$ cat src/rtl/spi_pkg.sv
// Shared types and constants for the SPI byte sequencer slice.
package spi_pkg;

  localparam int BYTE_COUNT_W = 16;

  typedef enum logic [1:0] {
    IDLE,
    LAUNCH,
    WAIT_DONE
  } seq_state_t;

endpackage

$ cat src/rtl/spi_byte_sequencer_if.sv
// Host-side byte streams: TX bytes into the sequencer, RX bytes out of its FIFO.
interface spi_byte_sequencer_if #(
  parameter int DATA_LENGTH = 8
);

  logic [DATA_LENGTH-1:0] tx_data;
  logic                   tx_valid;
  logic                   tx_ready;
  logic [DATA_LENGTH-1:0] rx_data;
  logic                   rx_valid;
  logic                   rx_ready;

  // Host side: produces TX bytes, consumes RX bytes.
  modport master (
    output tx_data, tx_valid, rx_ready,
    input  tx_ready, rx_data, rx_valid
  );

  // Sequencer side.
  modport slave (
    input  tx_data, tx_valid, rx_ready,
    output tx_ready, rx_data, rx_valid
  );

endinterface

$ cat src/rtl/spi_rx_fifo.sv
// First-word fall-through RX FIFO; the sequencer guarantees it is never pushed when full.
module spi_rx_fifo #(
  parameter int DATA_LENGTH = 8,
  parameter int RX_DEPTH    = 4
) (
  input  logic                       clk,
  input  logic                       rst,
  input  logic                       push,
  input  logic [DATA_LENGTH-1:0]     push_data,
  input  logic                       pop,
  output logic [DATA_LENGTH-1:0]     head_data,
  output logic                       not_empty,
  output logic [$clog2(RX_DEPTH):0]  level
);

  localparam int PTR_W = $clog2(RX_DEPTH);

  logic [DATA_LENGTH-1:0] mem [RX_DEPTH];
  logic [PTR_W-1:0]       wr_ptr;
  logic [PTR_W-1:0]       rd_ptr;
  logic                   do_pop;

  assign not_empty = (level != '0);
  assign do_pop    = pop && not_empty;
  assign head_data = mem[rd_ptr];

  // Storage write.
  // NOTE: the data array is deliberately not reset; pointers and level define validity,
  // and leaving it unreset lets it map onto plain RAM/regfile cells.
  always_ff @(posedge clk) begin
    if (push) begin
      mem[wr_ptr] <= push_data;
    end
  end

  // Pointer and occupancy bookkeeping; pointers wrap because RX_DEPTH is a power of 2.
  // NOTE: sequential state uses non-blocking assignments so every flop samples pre-edge values.
  always_ff @(posedge clk) begin
    if (rst) begin
      wr_ptr <= '0;
      rd_ptr <= '0;
      level  <= '0;
    end else begin
      if (push) begin
        wr_ptr <= wr_ptr + 1'b1;
      end
      if (do_pop) begin
        rd_ptr <= rd_ptr + 1'b1;
      end
      case ({push, do_pop})
        2'b10:   level <= level + 1'b1;
        2'b01:   level <= level - 1'b1;
        default: level <= level;
      endcase
    end
  end

endmodule

$ cat src/rtl/spi_byte_sequencer.sv
// Feeds host bytes to spi_master one transfer at a time, collects received bytes
// into an RX FIFO, counts completed transfers and flags stuck transfers.
module spi_byte_sequencer
  import spi_pkg::*;
#(
  parameter int DATA_LENGTH    = 8,
  parameter int RX_DEPTH       = 4,
  parameter int TIMEOUT_CYCLES = 1024
) (
  input  logic                       clk,
  input  logic                       rst,
  spi_byte_sequencer_if.slave        host,
  output logic                       spi_start,
  output logic [DATA_LENGTH-1:0]     spi_data_in,
  input  logic [DATA_LENGTH-1:0]     spi_data_out,
  input  logic                       spi_busy,
  input  logic                       spi_done,
  output logic [$clog2(RX_DEPTH):0]  rx_level,
  output logic [BYTE_COUNT_W-1:0]    byte_count,
  output logic                       timeout_err,
  input  logic                       err_clr
);

  localparam int LVL_W = $clog2(RX_DEPTH) + 1;
  localparam int WD_W  = $clog2(TIMEOUT_CYCLES);
  localparam logic [WD_W-1:0]  WD_LIMIT  = WD_W'(TIMEOUT_CYCLES - 1);
  localparam logic [LVL_W-1:0] LVL_LIMIT = LVL_W'(RX_DEPTH);

  seq_state_t             state;
  logic [WD_W-1:0]        wd_cnt;
  logic                   rx_push;
  logic                   fifo_not_empty;
  logic [DATA_LENGTH-1:0] fifo_head;

  // Only one byte is ever in flight, so requiring a free slot at accept time
  // reserves that slot: the eventual push can never meet a full FIFO.
  assign host.tx_ready = (state == IDLE) && !rst && (rx_level < LVL_LIMIT) &&
                         !timeout_err && !spi_busy && !spi_done;

  // spi_data_out is only trusted on the done pulse of a transfer we launched.
  assign rx_push = (state == WAIT_DONE) && spi_done;

  assign host.rx_data  = fifo_head;
  assign host.rx_valid = fifo_not_empty;

  spi_rx_fifo #(
    .DATA_LENGTH (DATA_LENGTH),
    .RX_DEPTH    (RX_DEPTH)
  ) u_rx_fifo (
    .clk       (clk),
    .rst       (rst),
    .push      (rx_push),
    .push_data (spi_data_out),
    .pop       (host.rx_ready),
    .head_data (fifo_head),
    .not_empty (fifo_not_empty),
    .level     (rx_level)
  );

  // Transfer FSM with registered start pulse, watchdog, byte counter and sticky error.
  always_ff @(posedge clk) begin
    if (rst) begin
      state       <= IDLE;
      spi_start   <= 1'b0;
      spi_data_in <= '0;
      wd_cnt      <= '0;
      byte_count  <= '0;
      timeout_err <= 1'b0;
    end else begin
      spi_start <= 1'b0;
      // Clear first so a timeout set later in this block wins the same cycle.
      if (err_clr) begin
        timeout_err <= 1'b0;
      end
      case (state)
        IDLE: begin
          if (host.tx_valid && host.tx_ready) begin
            spi_data_in <= host.tx_data;
            spi_start   <= 1'b1;
            state       <= LAUNCH;
          end
        end
        LAUNCH: begin
          wd_cnt <= '0;
          state  <= WAIT_DONE;
        end
        WAIT_DONE: begin
          if (spi_done) begin
            byte_count <= byte_count + 1'b1;
            state      <= IDLE;
          end else if (wd_cnt == WD_LIMIT) begin
            timeout_err <= 1'b1;
            state       <= IDLE;
          end else begin
            wd_cnt <= wd_cnt + 1'b1;
          end
        end
        default: state <= IDLE;
      endcase
    end
  end

endmodule

$ cat src/flat_wrapper.sv
// flat-port wrapper written by rule: the top's interface ports become plain ports
module spi_byte_sequencer_flat import spi_pkg::*;
#(
  parameter int DATA_LENGTH    = 8,
  parameter int RX_DEPTH       = 4,
  parameter int TIMEOUT_CYCLES = 1024
)
  (clk, rst, spi_start, spi_data_in, spi_data_out, spi_busy, spi_done, rx_level, byte_count, timeout_err, err_clr, host_tx_data, host_tx_valid, host_rx_ready, host_tx_ready, host_rx_data, host_rx_valid);
  spi_byte_sequencer_if #(.DATA_LENGTH(DATA_LENGTH)) host_i ();
  input  logic clk;
  input  logic rst;
  output logic spi_start;
  output logic [DATA_LENGTH-1:0] spi_data_in;
  input  logic [DATA_LENGTH-1:0] spi_data_out;
  input  logic spi_busy;
  input  logic spi_done;
  output logic [$clog2(RX_DEPTH):0] rx_level;
  output logic [BYTE_COUNT_W-1:0] byte_count;
  output logic timeout_err;
  input  logic err_clr;
  input wire logic [$bits(host_i.tx_data)-1:0] host_tx_data;
  input wire logic [$bits(host_i.tx_valid)-1:0] host_tx_valid;
  input wire logic [$bits(host_i.rx_ready)-1:0] host_rx_ready;
  output wire logic [$bits(host_i.tx_ready)-1:0] host_tx_ready;
  output wire logic [$bits(host_i.rx_data)-1:0] host_rx_data;
  output wire logic [$bits(host_i.rx_valid)-1:0] host_rx_valid;
  assign host_i.tx_data = host_tx_data;
  assign host_i.tx_valid = host_tx_valid;
  assign host_i.rx_ready = host_rx_ready;
  assign host_tx_ready = host_i.tx_ready;
  assign host_rx_data = host_i.rx_data;
  assign host_rx_valid = host_i.rx_valid;
  spi_byte_sequencer #(.DATA_LENGTH(DATA_LENGTH), .RX_DEPTH(RX_DEPTH), .TIMEOUT_CYCLES(TIMEOUT_CYCLES)) u_core (.clk(clk), .rst(rst), .host(host_i), .spi_start(spi_start), .spi_data_in(spi_data_in), .spi_data_out(spi_data_out), .spi_busy(spi_busy), .spi_done(spi_done), .rx_level(rx_level), .byte_count(byte_count), .timeout_err(timeout_err), .err_clr(err_clr));
endmodule
$ cat config.mk
export PLATFORM = sky130hd
export DESIGN_NAME = spi_byte_sequencer_flat
export DESIGN_NICKNAME = d
export VERILOG_FILES = /design/src/rtl/spi_pkg.sv /design/src/rtl/spi_byte_sequencer_if.sv /design/src/rtl/spi_rx_fifo.sv /design/src/rtl/spi_byte_sequencer.sv /design/src/flat_wrapper.sv
export SDC_FILE = /design/constraint.sdc
export NUM_CORES = 1
export LEC_CHECK = 0
export CELL_PAD_IN_SITES_DETAIL_PLACEMENT = 0
export CELL_PAD_IN_SITES_GLOBAL_PLACEMENT = 1
export CORE_MARGIN = 4
export CORE_UTILIZATION = 44
export CTS_BUF_LIST = sky130_fd_sc_hd__clkbuf_16
export DETAILED_ROUTE_END_ITERATION = 8
export GPL_TIMING_DRIVEN = 0
export PLACE_DENSITY = 0.95
export SETUP_SLACK_MARGIN = 0.2
export SLEW_MARGIN = 20
export SYNTH_ARGS = -nofsm -noshare
export SYNTH_HDL_FRONTEND = slang
export SYNTH_SLANG_ARGS = --single-unit
$ cat constraint.sdc
create_clock -name clk -period 4 [get_ports clk]
set_clock_uncertainty 0.15 [all_clocks]
set_input_delay 1 -clock clk [delete_from_list [all_inputs] [get_ports clk]]
set_output_delay 1 -clock clk [all_outputs]
set_load 0.005 [all_outputs]
### Yosys cells after proc, flatten, opt, wreduce, memory -nomap -nowiden

Memory sizes are Yosys's and may differ from the RTL's. A register that Yosys moved wholly into a read port is not among the register bits.
Cells that the tools add are included.

* $add $sub $neg: 6
* magnitude comparators: 1
* equal/unequal tests: 9
* mux-type cells: 17
* bitwise operators: 1
* reduce and logical (&&, ||, !) cells: 21

Operator list (count)
* two-way mux 10 bit: 2
* case mux 10 bit (2 select lines): 1
* adder 16 x 1 -> 16 bit (second input constant): 1
* adder 10 x 1 -> 10 bit (second input constant): 1
* == test 10 bit (second input constant): 1
* two-way mux 2 bit: 5
* logical AND 1 bit: 8
* two-way mux 1 bit: 7
* != test 2 bit (second input constant): 3
* case mux 2 bit (3 select lines): 1
* case mux 3 bit (2 select lines): 1
* AND reduction 2 bit: 3
* adder 2 x 1 -> 2 bit (second input constant): 2
* == test 2 x 1 -> 1 bit (second input constant): 2
* == test 2 bit (second input constant): 2
* zero test 1 bit: 4
* nonzero test 2 bit: 2
* adder 3 x 1 -> 3 bit (second input constant): 1
* < comparator 3 bit (second input constant): 1
* != test 3 bit (second input constant): 1
* AND reduction 3 bit: 1
* nonzero test 3 bit: 1
* subtractor 3 x 1 -> 3 bit (second input constant): 1
* zero test 2 bit: 1
* 2 further kinds: 2

* flip-flop bits (word level): 45
* bits in writable memories: 32
* bits of input ports: 23
* output and inout port bits: 39
* memories: 1

Memories
* u_core.u_rx_fifo.mem: words 4, width 8, read ports 1, clocked after memory_dff 1, wr ports 1, line spi_rx_fifo.sv:18 `logic [DATA_LENGTH-1:0] mem [RX_DEPTH];`

### Logic depth before layout (Yosys ltp)

Gate-level depths: netlist (run 1).

* word-level depth: 9
* depth in mapped cells: 9
* mapped depth without buffers: 8

### Cells and area by module

Synthesis (run 1) repeated with hierarchy kept, for this count alone.

* cells, all modules: 285
* area, all modules: 3325.7 um^2

Modules (own cells, without submodules)
* spi_byte_sequencer: instances 1, cells an instance 196, area each 1709.1 um^2
* spi_rx_fifo: instances 1, cells an instance 89, area each 1616.6 um^2

### Worst setup path before layout (run 1)

OpenSTA, ideal clock, no wires.

* path type: input to output
* start point: in rst
* end point: out host_tx_ready
* data arrival time: 1.872 ns
* required time: 2.850 ns
* slack: 0.978 ns
* stages: 3
* buffers on the path: 1
* cell sequence: buf_2 > or4_1 > nor4_1

* cells in the longest elaborated chain, start to end: 6

RTL lines
* start: declaration: line flat_wrapper.sv:11 `input logic rst;`
* zero test 1 bit: line spi_byte_sequencer.sv:37 `assign host.tx_ready = (state == IDLE) && !rst && (rx_level < LVL_LIMIT) &&`
* logical AND 1 bit (3 in a row): line spi_byte_sequencer.sv:37
* logical AND 1 bit (2 in a row): line spi_byte_sequencer.sv:38 `!timeout_err && !spi_busy && !spi_done;`
* end: declaration: line flat_wrapper.sv:24 `output wire logic [$bits(host_i.tx_ready)-1:0] host_tx_ready;`

No other way between the ends.

### Final worst setup path (run 1)

* start point: in spi_done
* end point: out host_tx_ready

* cells in the longest elaborated chain, start to end: 2

RTL lines
* start: declaration: line flat_wrapper.sv:16 `input logic spi_done;`
* zero test 1 bit: line spi_byte_sequencer.sv:38
* logical AND 1 bit: line spi_byte_sequencer.sv:38

No other way between the ends.

==> results.md, run 1 <==
- Status: finished clean
- Pins Over Slew Limit: 0
- Buffers on Ports: 60
- Drt first pass iters: 4
- Fin cells: 457
- DRC: 0
- R2R Path Start: u_core.state[0]
- Placed cells: 441
- Filler instances: 614
- Fin Setup TNS: 0 ns
- Hold Vio Cnt, Final: 0
- Final ANT Viol Nets: 0
- Maximum vdd drop: 221 uV
- Setup Viol. Count Final: 0
- Reg-to-reg endpoint: u_core.u_rx_fifo.level[2]
- Sink Count: 79
- Period minus WS final: 3.70 ns
- Via count: 2392
- Hold path endpoint: u_core.byte_count[15]
- CTS Buffer Depth: 2
- First-pass GRT wire length: 11600 um
- Die Y: 94.8 um
- Synth Flop Type: dfxtp_1
- CTS tree: built
- Via density: 5.23
- Syn Inst Count: 282
- Power Density: 412 nW/um2
- Root Driver: clkbuf_16
- Row count: 31
- CTS Buf Count: 9
- Synth unique cells: 50
- I/O pins: 62
- Clk_lat worst skew: 0.33 ns
- Static leakage: 1.53 nW
- Worst rel slew slack: 66.0%
- Max frequency: 0.270 GHz
- Number of max-cap violations: 0
- Core area: 7290 um2
- Area leader, netlist: edfxtp_1
- Post-route worst setup slack: 0.298 ns
- Post-Route WL: 6880 um
- Sequential-to-total area share from yosys stat: 57.3%
- Worst-path fanout max: 8
- Number of global-route vias before repair: 2474
- Pin count of the biggest net entering global routing: 15
- Placer Congestion: 0.777
- Post-synth top area share: 29.0%
- Die ar.: 8990 um2
- Initial antenna violation count: 0
- DR iter-0 viols: 81
- Total Routing Usage GR: 17.1%
- Worst Min Path Start: u_core.byte_count[15]
- Slowest cell on crit path: or4_4
- Worst path cell trace: clkdlybuf4s15_2 > or4_4 > nor4_2 > clkdlybuf4s50_1
- Area delta synth->final: 31.9%
- Worst-path clk slew: 0.06 ns
- Hold Buf Count CTS: 0
- Critical Path RT: 2.85 ns
- Layout cell share with drive strength beyond 1: 10.3%
- Fin crit share: 92.6%
- Hold path cells: 2
- CP peak stage delay: 0.58 ns
- Syn nets: 313
- Congestion Overflow GR: 0
- Crit path arrival time: 2.55 ns
- Antenna diodes: 0
- WS Path Type: in -> out
- Detailed Place HPWL: 4880 um
- Post-synth EDFFs: 32
- Least-Margin Pin Slew: 0.509 ns
- YS warnings: 0
- Wire length per cell: 15.1 um
- #FFs+latches synth: 79
- Htree depth: 3
- WL met3: 616 um
- Reg2Reg Setup Slack: 1.48 ns
- Met1 Routed Length: 2920 um
- CP delay by family, top: buffers and inverters
- Synth Area per Inst: 11.8 um2
- WP depth: 4
- Design Power: 1.80 mW
- Hold crit path type: reg -> reg
- Buffers & Inverters on Critical Path: 2
- Pre-CTS WS: -0.125 ns
- Async SR Flop Fraction: 0%
- Top routing layer in use: met4
- R2R depth: 9
- Die Width: 94.8 um
- Worst Setup Start Kind: primary input
- Starting Density: 45.5%
- Worst Setup SP: spi_done
- Setup crit end kind: primary output
- Fin nets: 384
- Unrepaired setup endpoints after global routing: false
- Largest cells by area after synthesis: edfxtp_1, dfxtp_1, mux4_2, nor2_1, mux2i_1
- Metal2 WL: 3260 um
- Mapped cell area: 3320 um2
[layout by cell type (no fill, tap or decap), drive strengths merged, types with 2 or more instances in the layout]
| master | count |
|---|---|
| a21oi | 13 |
| a31oi | 4 |
| and2 | 4 |
| and3 | 2 |
| and4 | 4 |
| buf | 6 |
| bufinv | 2 |
| clkbuf | 14 |
| clkdlybuf4s50 | 59 |
| clkinv | 4 |
| dfxtp | 47 |
| edfxtp | 32 |
| ha | 7 |
| inv | 11 |
| mux2 | 2 |
| mux2i | 9 |
| mux4 | 8 |
| nand2 | 18 |
| nand3 | 15 |
| nand4 | 6 |
| nor2 | 31 |
| nor2b | 3 |
| nor4 | 2 |
| o21ai | 3 |
| o31a | 2 |
| o31ai | 5 |
| or3 | 6 |
| or4 | 5 |
| xnor2 | 5 |
| xor2 | 9 |
[layer usage]
metal / GRT usage [%] / vias to the layer above
met3: 8.45 / 9
met1: 19.7 / 1135
met2: 27.6 / 69
li1: - / 1179
met5: 0 / -
met4: 5.89 / 0
[worst max-delay path by stage]
stage	to	slack, ns
final	host_tx_ready	0.30
after detailed placement	host_tx_ready	-0.12
after CTS	host_tx_ready	0.28
after global routing	host_tx_ready	0.22
after floorplan	host_tx_ready	0.98
after global placement	host_tx_ready	-0.09
[tightest hold or removal path: stages (launching register included)]
cell and delay (ns):
dfxtp_1 0.32, o31ai_1 0.06, a21oi_1 0.05
[sequential cells by signal, summed over array words and instances, names as in the netlist, named ones only]
signal and flops:
u_core.state 2, u_core.u_rx_fifo.wr_ptr 2, u_core.u_rx_fifo.level 3, u_core.wd_cnt 10
u_core.u_rx_fifo.mem 32, u_core.u_rx_fifo.rd_ptr 2, u_core.byte_count 16, u_core.spi_start 1
u_core.spi_data_in 8, u_core.timeout_err 1
[cell usage after synthesis, types with 6 or more instances]
cell type	number
a21oi_1	13
nor2_1	31
nand2_1	18
edfxtp_1	32
inv_1	10
mux4_2	8
mux2i_1	9
nand4_1	6
ha_1	7
dfxtp_1	47
or3_1	6
xor2_1	9
nand3_1	15
[cells by family after synthesis]
| logic type | share of synthesized area (%) |
|---|---|
| simple gates | 17.3 |
| flops | 57.3 |
| compound gates | 6.83 |
| buf+inv | 2.79 |
| mux | 8.82 |
| xor+xnor | 3.70 |
| fa+ha+maj | 3.24 |
[metrics by stage]
stage	hold slack [ns]	instance area [um2]	util (%)
after detailed placement	0.330	4040	55.4
final	0.334	4380	60.0
after CTS	0.341	4380	60.0
after floorplan	0.318	3320	-
after global routing	0.363	4380	60.0
after global placement	0.326	4040	55.4
[where the power goes]
part	leakage [nW]	total (mW)	internal, mW	switching [mW]
logic	0.707	0.0816	0.0470	0.0347
clock network	0.160	0.873	0.548	0.325
registers	0.667	0.847	0.843	0.00469
total	1.53	1.80	1.44	0.364
[cell type report]
class / count / area [um2] / area share (%)
Sequential cell: 79 / 1900 / 43.5
Multi-Input combinational cell: 182 / 1330 / 30.5
Timing Repair Buffer: 60 / 602 / 13.8
Clock buffer: 9 / 225 / 5.15
Tap cell: 99 / 124 / 2.83
Clock inverter: 7 / 96.3 / 2.20
Buffer: 11 / 55.1 / 1.26
Inverter: 10 / 37.5 / 0.858
[repair_timing]
action / 4_1_cts / 5_1_grt
endpoints found under the setup margin: 1 / 0
gates resized for setup: 5 / 0
setup buffers: 0 / 0
Power figures use the tool's default switching activity.
==> inputs of run 2 (changes only) <==
--- a/config.mk
+++ b/config.mk
@@ -10,6 +10,7 @@
 export CORE_MARGIN = 4
 export CORE_UTILIZATION = 44
 export CTS_BUF_LIST = sky130_fd_sc_hd__clkbuf_16
+export CTS_CLUSTER_DIAMETER = 40
 export DETAILED_ROUTE_END_ITERATION = 8
 export GPL_TIMING_DRIVEN = 0
 export PLACE_DENSITY = 0.95
==> results of run 2 <==
No change in the layout: final DEF, timing and power equal those of run 1.
==> inputs of run 3 (changes only) <==
--- a/config.mk
+++ b/config.mk
@@ -5,6 +5,7 @@
 export SDC_FILE = /design/constraint.sdc
 export NUM_CORES = 1
 export LEC_CHECK = 0
+export CAP_MARGIN = 20
 export CELL_PAD_IN_SITES_DETAIL_PLACEMENT = 0
 export CELL_PAD_IN_SITES_GLOBAL_PLACEMENT = 1
 export CORE_MARGIN = 4
==> results of run 3 <==
No change in the layout: final DEF, timing and power equal those of run 1.
